`config.mk`:
```
export PLATFORM = sky130hd
export DESIGN_NAME = module_bus_interconnect_flat
export DESIGN_NICKNAME = d
export VERILOG_FILES = /design/src/rtl/module_bus_interconnect_pkg.sv /design/src/rtl/module_bus_interconnect_if.sv /design/src/rtl/module_bus_addr_decoder.sv /design/src/rtl/module_bus_interconnect.sv /design/src/flat_wrapper.sv
export SDC_FILE = /design/constraint.sdc
export NUM_CORES = 1
export LEC_CHECK = 0
export ABC_AREA = 1
export BUFFER_PORTS_ARGS = -buffer_cell sky130_fd_sc_hd__buf_2
export CAP_MARGIN = 10
export CORE_AREA = 2 2 147 149
export DETAILED_ROUTE_END_ITERATION = 10
export DIE_AREA = 0 0 149 151
export PLACE_DENSITY = 0.6
export SYNTH_ARGS = -nofsm -noshare
export SYNTH_HDL_FRONTEND = slang
export SYNTH_HIERARCHICAL = 1
export SYNTH_SLANG_ARGS = --single-unit
```
`constraint.sdc`:
```
create_clock -name clk_i -period 2.1 [get_ports clk_i]
set_clock_uncertainty 0.05 [all_clocks]
set_input_delay 0.105 -clock clk_i [delete_from_list [all_inputs] [get_ports clk_i]]
set_output_delay 0.105 -clock clk_i [all_outputs]
set_load 0.02 [all_outputs]
```
`src/rtl/module_bus_interconnect_pkg.sv`:
```
// Shared types and defaults for the single-master bus interconnect.
// Latency: n/a (types, constants and a helper function only).
// Backpressure: n/a.
package bus_pkg;

   // Access sequencer states
   typedef enum logic [1:0] {
      ST_IDLE   = 2'd0,
      ST_ACCESS = 2'd1,
      ST_RESP   = 2'd2
   } state_e;

   // Default address map: slave k occupies bits [k*ADDR_W +: ADDR_W]
   localparam int DEF_N_SLV   = 6;
   localparam int DEF_ADDR_W  = 32;
   localparam int DEF_DATA_W  = 32;
   localparam int DEF_TIMEOUT = 16;

   localparam logic [DEF_N_SLV*DEF_ADDR_W-1:0] DEF_SLV_BASE = {
      32'h0000_2030, 32'h0000_2020, 32'h0000_2010,
      32'h0000_2004, 32'h0000_2000, 32'h0000_1000
   };

   localparam logic [DEF_N_SLV*DEF_ADDR_W-1:0] DEF_SLV_SIZE = {
      32'h0000_0010, 32'h0000_0010, 32'h0000_0010,
      32'h0000_0004, 32'h0000_0004, 32'h0000_0400
   };

   localparam logic [DEF_N_SLV-1:0] DEF_RO_MASK = 6'b000010;

   // Width of a slave index; never narrower than one bit
   function automatic int idx_w(input int n);
      return (n > 1) ? $clog2(n) : 1;
   endfunction

endpackage

```
`src/rtl/module_bus_interconnect_if.sv`:
```
// Master-side and slave-side bus signals of the interconnect.
// Latency: n/a (wires only).
// Backpressure: slave ready_i stalls the access; master waits for ready_o.
interface module_bus_interconnect_if #(
   parameter int N_SLV  = 6,
   parameter int ADDR_W = 32,
   parameter int DATA_W = 32
);
   // Upstream master
   logic                    req_i;
   logic                    we_i;
   logic [ADDR_W-1:0]       addr_i;
   logic [DATA_W-1:0]       wdata_i;
   logic [DATA_W-1:0]       rdata_o;
   logic                    ready_o;
   logic                    err_o;

   // Downstream slaves
   logic [N_SLV-1:0]        sel_o;
   logic [N_SLV-1:0]        we_o;
   logic [ADDR_W-1:0]       addr_o;
   logic [DATA_W-1:0]       wdata_o;
   logic [N_SLV*DATA_W-1:0] rdata_i;
   logic [N_SLV-1:0]        ready_i;

   // Interconnect acting as the slave of the upstream master
   modport slave (
      input  req_i, we_i, addr_i, wdata_i,
      output rdata_o, ready_o, err_o
   );

   // Interconnect acting as the master of the downstream slaves
   modport master (
      output sel_o, we_o, addr_o, wdata_o,
      input  rdata_i, ready_i
   );

endinterface

```
`src/rtl/module_bus_addr_decoder.sv`:
```
// Combinational address decode: hit flag, winning slave index, access error.
// Latency: 0 cycles (pure combinational).
// Backpressure: none; evaluated every cycle from the live master inputs.
module module_bus_addr_decoder
   import bus_pkg::*;
#(
   parameter int                        N_SLV    = DEF_N_SLV,
   parameter int                        ADDR_W   = DEF_ADDR_W,
   parameter logic [N_SLV*ADDR_W-1:0]   SLV_BASE = DEF_SLV_BASE,
   parameter logic [N_SLV*ADDR_W-1:0]   SLV_SIZE = DEF_SLV_SIZE,
   parameter logic [N_SLV-1:0]          RO_MASK  = DEF_RO_MASK,
   parameter int                        IDX_W    = idx_w(N_SLV)
) (
   input  logic [ADDR_W-1:0] addr_i,
   input  logic              we_i,
   output logic              hit_o,
   output logic [IDX_W-1:0]  idx_o,
   output logic              err_o
);

   // Window match per slave; scanning downward lets the lowest index win overlaps
   always_comb begin
      hit_o = 1'b0;
      idx_o = '0;
      for (int k = N_SLV - 1; k >= 0; k--) begin
         if ((addr_i & ~(SLV_SIZE[k*ADDR_W +: ADDR_W] - ADDR_W'(1)))
               == SLV_BASE[k*ADDR_W +: ADDR_W]) begin
            hit_o = 1'b1;
            idx_o = IDX_W'(k);
         end
      end
   end

   // Unmapped, word-misaligned, or a write aimed at a read-only slave
   always_comb begin
      err_o = 1'b0;
      if (!hit_o || (addr_i[1:0] != 2'b00) || (we_i && RO_MASK[idx_o])) begin
         err_o = 1'b1;
      end
   end

endmodule

```
`src/rtl/module_bus_interconnect.sv`:
```
// Single-master to N-slave bus interconnect with decode, select and response FSM.
// Latency: request to sel_o 1 cycle, to ready_o 2 cycles zero-wait; decode errors respond in 1 cycle.
// Backpressure: waits on the selected slave's ready_i (optional abort via BUS_TIMEOUT_EN).
module module_bus_interconnect
   import bus_pkg::*;
#(
   parameter int                        N_SLV    = DEF_N_SLV,
   parameter int                        ADDR_W   = DEF_ADDR_W,
   parameter int                        DATA_W   = DEF_DATA_W,
   parameter logic [N_SLV*ADDR_W-1:0]   SLV_BASE = DEF_SLV_BASE,
   parameter logic [N_SLV*ADDR_W-1:0]   SLV_SIZE = DEF_SLV_SIZE,
   parameter logic [N_SLV-1:0]          RO_MASK  = DEF_RO_MASK,
   parameter int                        TIMEOUT  = DEF_TIMEOUT
) (
   input  logic                        clk_i,
   input  logic                        rst_i,
   module_bus_interconnect_if.slave    up,
   module_bus_interconnect_if.master   dn
);

   localparam int IDX_W = idx_w(N_SLV);

`ifdef BUS_TIMEOUT_EN
   localparam int               CNT_W   = $clog2(TIMEOUT + 1);
   localparam logic [CNT_W-1:0] CNT_MAX = CNT_W'(TIMEOUT - 1);
   logic [CNT_W-1:0]            cnt_q, cnt_d;
`endif

   state_e              state_q, state_d;
   logic [N_SLV-1:0]    sel_q, sel_d;
   logic [N_SLV-1:0]    we_q, we_d;
   logic                ready_q, ready_d;
   logic                err_q, err_d;
   logic [DATA_W-1:0]   rdata_q, rdata_d;
   logic [ADDR_W-1:0]   addr_q, addr_d;
   logic [DATA_W-1:0]   wdata_q, wdata_d;
   logic [IDX_W-1:0]    idx_q, idx_d;
   logic                wr_q, wr_d;

   logic                dec_hit;
   logic [IDX_W-1:0]    dec_idx;
   logic                dec_err;

   module_bus_addr_decoder #(
      .N_SLV    (N_SLV),
      .ADDR_W   (ADDR_W),
      .SLV_BASE (SLV_BASE),
      .SLV_SIZE (SLV_SIZE),
      .RO_MASK  (RO_MASK),
      .IDX_W    (IDX_W)
   ) u_dec (
      .addr_i (up.addr_i),
      .we_i   (up.we_i),
      .hit_o  (dec_hit),
      .idx_o  (dec_idx),
      .err_o  (dec_err)
   );

   // Next state and next register values; ready/err are single-cycle strobes
   always_comb begin
      state_d = state_q;
      sel_d   = sel_q;
      we_d    = we_q;
      ready_d = 1'b0;
      err_d   = 1'b0;
      rdata_d = rdata_q;
      addr_d  = addr_q;
      wdata_d = wdata_q;
      idx_d   = idx_q;
      wr_d    = wr_q;
`ifdef BUS_TIMEOUT_EN
      cnt_d   = cnt_q;
`endif
      case (state_q)
         ST_IDLE: begin
            if (up.req_i) begin
               if (dec_hit && !dec_err) begin
                  // Latch the whole request so master changes cannot disturb it
                  state_d = ST_ACCESS;
                  sel_d   = N_SLV'(1) << dec_idx;
                  we_d    = up.we_i ? (N_SLV'(1) << dec_idx) : '0;
                  addr_d  = up.addr_i;
                  wdata_d = up.wdata_i;
                  idx_d   = dec_idx;
                  wr_d    = up.we_i;
`ifdef BUS_TIMEOUT_EN
                  cnt_d   = '0;
`endif
               end else begin
                  // Errored request never reaches a slave
                  state_d = ST_RESP;
                  ready_d = 1'b1;
                  err_d   = 1'b1;
                  rdata_d = '0;
               end
            end
         end
         ST_ACCESS: begin
            if (dn.ready_i[idx_q]) begin
               state_d = ST_RESP;
               sel_d   = '0;
               we_d    = '0;
               ready_d = 1'b1;
               rdata_d = wr_q ? '0 : dn.rdata_i[idx_q*DATA_W +: DATA_W];
            end
`ifdef BUS_TIMEOUT_EN
            else if (cnt_q == CNT_MAX) begin
               // Slave never answered: abort with an error response
               state_d = ST_RESP;
               sel_d   = '0;
               we_d    = '0;
               ready_d = 1'b1;
               err_d   = 1'b1;
               rdata_d = '0;
            end else begin
               cnt_d   = cnt_q + CNT_W'(1);
            end
`endif
         end
         ST_RESP: begin
            state_d = ST_IDLE;
         end
         default: begin
            state_d = ST_IDLE;
         end
      endcase
   end

   // State and output registers with synchronous reset
   always_ff @(posedge clk_i) begin
      if (rst_i) begin
         state_q <= ST_IDLE;
         sel_q   <= '0;
         we_q    <= '0;
         ready_q <= 1'b0;
         err_q   <= 1'b0;
         rdata_q <= '0;
         addr_q  <= '0;
         wdata_q <= '0;
         idx_q   <= '0;
         wr_q    <= 1'b0;
`ifdef BUS_TIMEOUT_EN
         cnt_q   <= '0;
`endif
      end else begin
         state_q <= state_d;
         sel_q   <= sel_d;
         we_q    <= we_d;
         ready_q <= ready_d;
         err_q   <= err_d;
         rdata_q <= rdata_d;
         addr_q  <= addr_d;
         wdata_q <= wdata_d;
         idx_q   <= idx_d;
         wr_q    <= wr_d;
`ifdef BUS_TIMEOUT_EN
         cnt_q   <= cnt_d;
`endif
      end
   end

   assign up.rdata_o  = rdata_q;
   assign up.ready_o  = ready_q;
   assign up.err_o    = err_q;
   assign dn.sel_o    = sel_q;
   assign dn.we_o     = we_q;
   assign dn.addr_o   = addr_q;
   assign dn.wdata_o  = wdata_q;

endmodule
```
`src/flat_wrapper.sv`:
```
// flat-port wrapper written by rule: the top's interface ports become plain ports
module module_bus_interconnect_flat import bus_pkg::*;
#(
   parameter int                        N_SLV    = DEF_N_SLV,
   parameter int                        ADDR_W   = DEF_ADDR_W,
   parameter int                        DATA_W   = DEF_DATA_W,
   parameter logic [N_SLV*ADDR_W-1:0]   SLV_BASE = DEF_SLV_BASE,
   parameter logic [N_SLV*ADDR_W-1:0]   SLV_SIZE = DEF_SLV_SIZE,
   parameter logic [N_SLV-1:0]          RO_MASK  = DEF_RO_MASK,
   parameter int                        TIMEOUT  = DEF_TIMEOUT
)
  (clk_i, rst_i, up_req_i, up_we_i, up_addr_i, up_wdata_i, up_rdata_o, up_ready_o, up_err_o, dn_sel_o, dn_we_o, dn_addr_o, dn_wdata_o, dn_rdata_i, dn_ready_i);
  module_bus_interconnect_if #(.N_SLV(N_SLV), .ADDR_W(ADDR_W), .DATA_W(DATA_W)) up_i ();
  module_bus_interconnect_if #(.N_SLV(N_SLV), .ADDR_W(ADDR_W), .DATA_W(DATA_W)) dn_i ();
  input  logic clk_i;
  input  logic rst_i;
  input wire logic [$bits(up_i.req_i)-1:0] up_req_i;
  input wire logic [$bits(up_i.we_i)-1:0] up_we_i;
  input wire logic [$bits(up_i.addr_i)-1:0] up_addr_i;
  input wire logic [$bits(up_i.wdata_i)-1:0] up_wdata_i;
  output wire logic [$bits(up_i.rdata_o)-1:0] up_rdata_o;
  output wire logic [$bits(up_i.ready_o)-1:0] up_ready_o;
  output wire logic [$bits(up_i.err_o)-1:0] up_err_o;
  output wire logic [$bits(dn_i.sel_o)-1:0] dn_sel_o;
  output wire logic [$bits(dn_i.we_o)-1:0] dn_we_o;
  output wire logic [$bits(dn_i.addr_o)-1:0] dn_addr_o;
  output wire logic [$bits(dn_i.wdata_o)-1:0] dn_wdata_o;
  input wire logic [$bits(dn_i.rdata_i)-1:0] dn_rdata_i;
  input wire logic [$bits(dn_i.ready_i)-1:0] dn_ready_i;
  assign up_i.req_i = up_req_i;
  assign up_i.we_i = up_we_i;
  assign up_i.addr_i = up_addr_i;
  assign up_i.wdata_i = up_wdata_i;
  assign up_rdata_o = up_i.rdata_o;
  assign up_ready_o = up_i.ready_o;
  assign up_err_o = up_i.err_o;
  assign dn_sel_o = dn_i.sel_o;
  assign dn_we_o = dn_i.we_o;
  assign dn_addr_o = dn_i.addr_o;
  assign dn_wdata_o = dn_i.wdata_o;
  assign dn_i.rdata_i = dn_rdata_i;
  assign dn_i.ready_i = dn_ready_i;
  module_bus_interconnect #(.N_SLV(N_SLV), .ADDR_W(ADDR_W), .DATA_W(DATA_W), .SLV_BASE(SLV_BASE), .SLV_SIZE(SLV_SIZE), .RO_MASK(RO_MASK), .TIMEOUT(TIMEOUT)) u_core (.clk_i(clk_i), .rst_i(rst_i), .up(up_i), .dn(dn_i));
endmodule
```
# After elaboration in Yosys (flattened, before gate mapping)
# Memories as Yosys holds them, arrays and structs flattened.
# Index checks and enable logic that the tools add are counted.
classes:
  magnitude_cmp: 2
  eq_ne: 11
  shift: 2
  mux: 37
  n_bitwise: 1
  n_reduce_logical: 14
ops:
  columns: ["cell", "n"]
  rows:
  - ["192-bit by 9-bit indexed part select with 32-bit output", 1]
  - ["32-bit two-way mux", 4]
  - ["28-bit by 10-bit == test with 1-bit output, second input constant", 3]
  - ["32-bit one-hot mux with 2 select lines", 1]
  - ["30-bit by 12-bit == test with 1-bit output, second input constant", 2]
  - ["6-bit two-way mux", 6]
  - ["6-bit one-hot mux with 2 select lines", 2]
  - ["22-bit by 3-bit == test with 1-bit output, second input constant", 1]
  - ["3-bit two-way mux", 6]
  - ["1-bit two-way mux", 12]
  - ["3-bit by 4-bit less-than comparator with 1-bit output, second input constant", 2]
  - ["4-bit AND reduction", 2]
  - ["2-bit two-way mux", 3]
  - ["1-bit by 3-bit << shifter with 6-bit output, first input constant", 1]
  - ["2-bit by 1-bit inequality test with 1-bit output, second input constant", 2]
  - ["2-bit inequality test, second input constant", 2]
  - ["2-bit one-hot mux with 2 select lines", 1]
  - ["2-bit nonzero test", 2]
  - ["1-bit binary-select mux with 3-bit select", 1]
  - ["3-bit AND reduction", 1]
  - ["2-bit by 1-bit == test with 1-bit output, second input constant", 1]
  - ["1-bit logical AND", 2]
  - ["1-bit zero test", 2]
  - ["2-bit zero test", 1]
  - ["other kinds (5)", 6]
totals:
  regBits: 116
  mem_bits_ro: 8
  output_inout_bits: 110
  memories: 1
memory_table:
  columns: ["name", "depth", "width", "read_ports", "rd_clocked_by_memory_dff", "write_ports", "line_no", "text"]
  rows:
  - ["(name not given)", 8, 1, 1, 0, 0, "module_bus_addr_decoder.sv:37", "if (!hit_o || (addr_i[1:0] != 2'b00) || (we_i && RO_MASK[idx_o])) begin"]

# Logic depth before layout (Yosys ltp)
logic_depth:
  ltp_word: 17
  mapped_depth: 19
  ltp_nobuf: 18

# By module
# The synthesis kept the hierarchy.
modules_own_cells:
  columns: ["module", "n_inst", "cells_per_inst", "area_per_inst_um2", "seq_area_each_um2"]
  rows:
  - ["module_bus_interconnect", 1, 1045, 6291.0, 2322.2]
  - ["module_bus_addr_decoder", 1, 74, 362.8, 0.0]

# Least setup slack after synthesis
# Ideal clock, no wire load.
synth_timing:
  kind: "input to register"
  from: "in up_addr_i[23]"
  to: "reg u_core.sel_q[4], in the netlist u_core/dn.sel_o[4]"
  setup_ns: 0.113
  arrival_ns: 1.812
  t_required_ns: 1.937
  slack_ns: 0.125
  cell_stages: 17
  n_path_buf: 1
  path_cell_list: "nor2_2 nand2_1 nor2_2 nand2_2 nor2_2 inv_1 nand2_2 nor2_1 nand3_1 nand2_1 nor2_1 nor3_1 nor2_1 nand3_4 buf_6 nor2_1 nor2_1"
synth_between:
  elab_cells_between_ends: 33
  cone_classes: "eq/ne (7); shift (1); mux (17); reduce/logical (7); memory (1)"
synth_lines:
  columns: ["element", "line_no", "text"]
  rows:
  - ["start, declared", "flat_wrapper.sv:19", "input wire logic [$bits(up_i.addr_i)-1:0] up_addr_i;"]
  - ["28-bit by 10-bit == test with 1-bit output", "module_bus_addr_decoder.sv:27", "== SLV_BASE[k*ADDR_W +: ADDR_W]) begin"]
  - ["3-bit two-way mux (4 in a row)", "module_bus_addr_decoder.sv:26", "if ((addr_i & ~(SLV_SIZE[k*ADDR_W +: ADDR_W] - ADDR_W'(1)))"]
  - ["3-bit two-way mux (*)", "module_bus_addr_decoder.sv:26", null]
  - ["named net u_core.dec_idx[1]", "module_bus_interconnect.sv:41", "logic [IDX_W-1:0] dec_idx;"]
  - ["memory 8 x 1 bit (*)", null, null]
  - ["1-bit two-way mux (not written as such) (*)", "module_bus_addr_decoder.sv:37", null]
  - ["1-bit logical AND (*)", "module_bus_addr_decoder.sv:37", null]
  - ["1-bit logical OR (*)", "module_bus_addr_decoder.sv:37", null]
  - ["1-bit two-way mux (*)", "module_bus_addr_decoder.sv:37", null]
  - ["named net u_core.dec_err", "module_bus_interconnect.sv:42", "logic dec_err;"]
  - ["1-bit zero test (*)", "module_bus_interconnect.sv:77", "if (dec_hit && !dec_err) begin"]
  - ["1-bit logical AND (*)", "module_bus_interconnect.sv:77", null]
  - ["2-bit by 1-bit inequality test with 1-bit output (no line) (*)", null, null]
  - ["4-bit AND reduction (no line) (*)", null, null]
  - ["end signal, assigned", "module_bus_interconnect.sv:147", "sel_q <= sel_d;"]
  - ["end, declared", "module_bus_interconnect.sv:30", "logic [N_SLV-1:0] sel_q, sel_d;"]
# The timed path passes the listed nets; every way through them passes the cells marked *. The select of a mux whose other input is x is not followed.
# A chain may end at the register's enable or synchronous reset.

# Final worst setup path
layout_timing:
  from: "in up_addr_i[29]"
  to: "reg u_core.sel_q[2], in the netlist u_core/dn.sel_o[2]"
# Same word-level chain as after synthesis.

==> reports/metrics.csv <==
stage,metric,value,unit
outcome,outcome,"complete, no violations",
detailed_routing,routed wl met3,2250,um
placed_design,DP Area,8950,sq um
run,max cap viols,0,
critical_path,worst path bufs/invs,3,
floorplanning,Die X,149,um
critical_path,R2R Path Start,u_core/idx_q[0],
timing,RSZ-0062 raised after global routing,no,
synthesis,sequential area share after synthesis,34.9,%
finish,layout cells sized above 1,31.4,%
pwr,Clock Power Share,47.9,%
grt,GRT Overall Usage,22.9,%
synthesis,Syn Inst Count,1119,
critical_path,CP required,2.34,ns
critical_path,cell breakdown of the critical path,buf_2 -> nor2_1 -> nand3_2 -> nor2_2 -> nand3_2 -> nand2_2 -> nor2_1 -> nand3_1 -> nand2_1 -> nor2_1 -> nor3_1 -> buf_4 -> nor2_1 -> buf_4 -> nand3_4 -> nor2_1 -> nor2_1,
detailed_routing,vias,8558,
critical_path,CP Class,in -> reg,
hold_path,hold crit path type,in -> reg,
pwr,worst vdd ir,528,uV
synthesis,number of synthesized register bits,116,
pwr,internal power,4.36,mW
floorplanning,Initial Util,32.0,%
clock_network,Worst-Skew Late Latency,0.41,ns
critical_path,Crit path top cell by count,nor2_1,
finish,Synth-to-Final Area Change,53.2,%
floorplanning,Core ar.,20800,sq um
grt,first-pass GRT wire length,40500,um
detailed_routing,WL met1,10100,um
synthesis,"Async S/R FF share, synth",0,%
critical_path,crit-path max cell delay,0.21,ns
timing,count of final setup violators,0,
detailed_routing,DR WL met2,13900,um
detailed_routing,Vias/cell,4.64,
floorplanning,DIE AREA,22500,sq um
critical_path,Worst Setup SP,up_addr_i[29],
detailed_routing,drt total wl,26800,um
floorplanning,die height,151,um
placed_design,GP Congestion,0.940,
pwr,Gate power share,14.2,%
clock_network,htree depth,4,
placed_design,placed insts,1744,
clock_network,clk buf depth,2,
detailed_routing,Residual DRC,0,
timing,max frequency,537,MHz
synthesis,Unique masters post-synth,31,
pwr,Overall Power,6.02,mW
placed_design,Port-buffer cells,375,
clock_network,CTS clock-pin slew for the worst setup and hold paths,0.06,ns
detailed_routing,Avg WL per Cell,14.5,um
pwr,leakage,5.55,nW
detailed_routing,Initial DRT Pass Iterations,5,
grt,initial antenna violation count,1,
timing,Tmin final,1.86,ns
timing,Final Cycle Share,88.6,%
hold_path,Hold Path Origin,dn_rdata_i[145],
timing,Final Hold Viols,0,
critical_path,Worst Path Max Fanout,17,
floorplanning,Rows,53,
timing,max-slew violations,0,
synthesis,Mapped Area,6650,sq um
grt,final global-route overflow total,0,
critical_path,Worst path slowest cell,nor2_1,
detailed_routing,Detailed Route Iter0 Violations,431,
finish,Nets,1820,
timing,actual slew at the worst max-slew pin,0.428,ns
synthesis,post-synth net total,1385,
timing,Slew headroom,71.3,%
finish,final design instance area without fill,10200,sq um
detailed_routing,highest metal used,met4,
detailed_routing,post-route ant nets,0,
pwr,Net Sw Frac,27.6,%
clock_network,Clock Sinks,116,
clock_network,Clock Tree Root,clkbuf_16,
pwr,pwr/cell area,591,nW/um^2
critical_path,startpoint type of the worst setup path,primary input,
timing,Fin Setup TNS,0,ns
clock_network,TritonCTS clock tree,done,
floorplanning,# IOs,376,
clock_network,CTS Buf Count,17,
synthesis,Ys Warns,6,
finish,Layout Cells excl Fill,1843,
synthesis,number of flops mapped to enable cells by yosys,0,
synthesis,syn_area_per_cell,5.95,sq um
critical_path,Critical Path AT,2.11,ns
placed_design,post-DP HPWL,20400,um
synthesis,Main synth FF type,dfxtp_1,
grt,largest net degree at the start of global routing,47,
critical_path,crit end category,flop,
critical_path,crit-path leading delay family,simple AND/OR/NAND/NOR gates,
pwr,P_sw,1.66,mW
grt,number of global-route vias before repair,8078,
pwr,Sequential Power Share,37.9,%
finish,utilization after layout,49.0,%
==> layout make-up <==
type	instances	area, sq um
Sequential cell	116	2330
Clock inverter	15	155
Inverter	53	200
Fill cell	2157	10600
Tap cell	275	344
Clock buffer	17	425
Timing Repair Buffer	487	2930
Multi-Input combinational cell	879	3810
Antenna cell	1	2.50
==> flip-flops by register name (all words and copies together), names as in the netlist <==
signal / cells
u_core/dn.wdata_o: 32
u_core/idx_q: 3
u_core/up.ready_o: 1
u_core/dn.we_o: 6
u_core/dn.sel_o: 6
u_core/state_q: 2
u_core/up.rdata_o: 32
u_core/wr_q: 1
u_core/up.err_o: 1
u_core/dn.addr_o: 32
==> final timing paths <==
check / end / slack, ns / depth (start not counted)
setup / recovery: u_core/dn.sel_o[2] / 0.24 / 17
hold / removal: u_core/up.rdata_o[17] / 0.05 / 5
setup reg to reg: u_core/up.rdata_o[19] / 0.37 / 10
hold reg to reg: u_core/up.rdata_o[3] / 0.42 / 2
==> worst register-to-register path, cell delays in order (launching register included) <==
cell     delay, ns
dfxtp_4       0.37
inv_2         0.12
buf_4         0.39
o21ai_0       0.21
nand2_1       0.13
nand2_1       0.07
nand2_1       0.08
nand2_1       0.06
nand2_1       0.08
nand2_1       0.04
nor2_1        0.08
==> layout by cell type, fill, tap and decap left out, drive strengths merged, types with 9 or more instances in the layout <==
| cell type | count |
|---|---|
| buf | 421 |
| nor2 | 370 |
| nand2 | 278 |
| o21ai | 155 |
| dfxtp | 116 |
| dlygate4sd3 | 66 |
| inv | 61 |
| o21a | 29 |
| clkbuf | 17 |
| nand3 | 16 |
| nand4 | 9 |
==> kinds of logic (layout without fill, tap and decap cells) <==
logic type	Yosys count	count (layout)	synth area share (%)
AOI/OAI and AO/OA	195	195	16.0
buffers and inverters	124	572	7.95
DFF	116	116	34.9
other	0	1	0
and+or+nand+nor	684	684	41.2
==> power groups by stage <==
stage | clock [mW] | combinational (mW) | sequential (mW)
3_3_place_gp | 0 | 0.760 | 2.33
4_1_cts | 2.94 | 0.861 | 2.28
2_1_floorplan | 0 | 0.280 | 2.39
5_1_grt | 3.05 | 0.953 | 2.29
6_report | 2.88 | 0.857 | 2.28
3_5_place_dp | 0 | 0.764 | 2.33
==> synthesized netlist by cell type, drive strengths merged, types with 3 or more instances <==
cell type,number,area share (%)
a22oi,3,0.34
o21ai,155,12
nand4,9,0.85
nand3b,4,0.51
nor3,4,0.30
a21oi,7,0.53
nor2,370,21
buf,35,2.9
clkbuf,36,2.0
o21a,29,3.3
nand3,16,1.8
nand2,278,16
dfxtp,116,35
inv,51,2.9
==> repair_timing <==
action / CTS / global route
hold buffers: 66 / 0
endpoints found under the hold margin: 69 / 0
buffers inserted: 0 / 0
resized for setup: 0 / 0
==> per-layer routing <==
metal / vias up / GRT usage (%)
li1: 4384 / -
met4: 0 / 6.38
met1: 3813 / 24.5
met3: 28 / 6.51
met2: 333 / 43.9
met5: - / 0
==> per-stage QoR <==
| step | worst slack, ns | hold slack (ns) |
|---|---|---|
| 2_1_floorplan | 0.125 | 0.124 |
| 3_3_place_gp | -0.101 | 0.276 |
| 3_5_place_dp | -0.186 | 0.283 |
| 4_1_cts | 0.245 | 0.0390 |
| 5_1_grt | 0.0296 | 0.0776 |
| 6_report | 0.239 | 0.0474 |
Power figures use the tool's default switching activity.
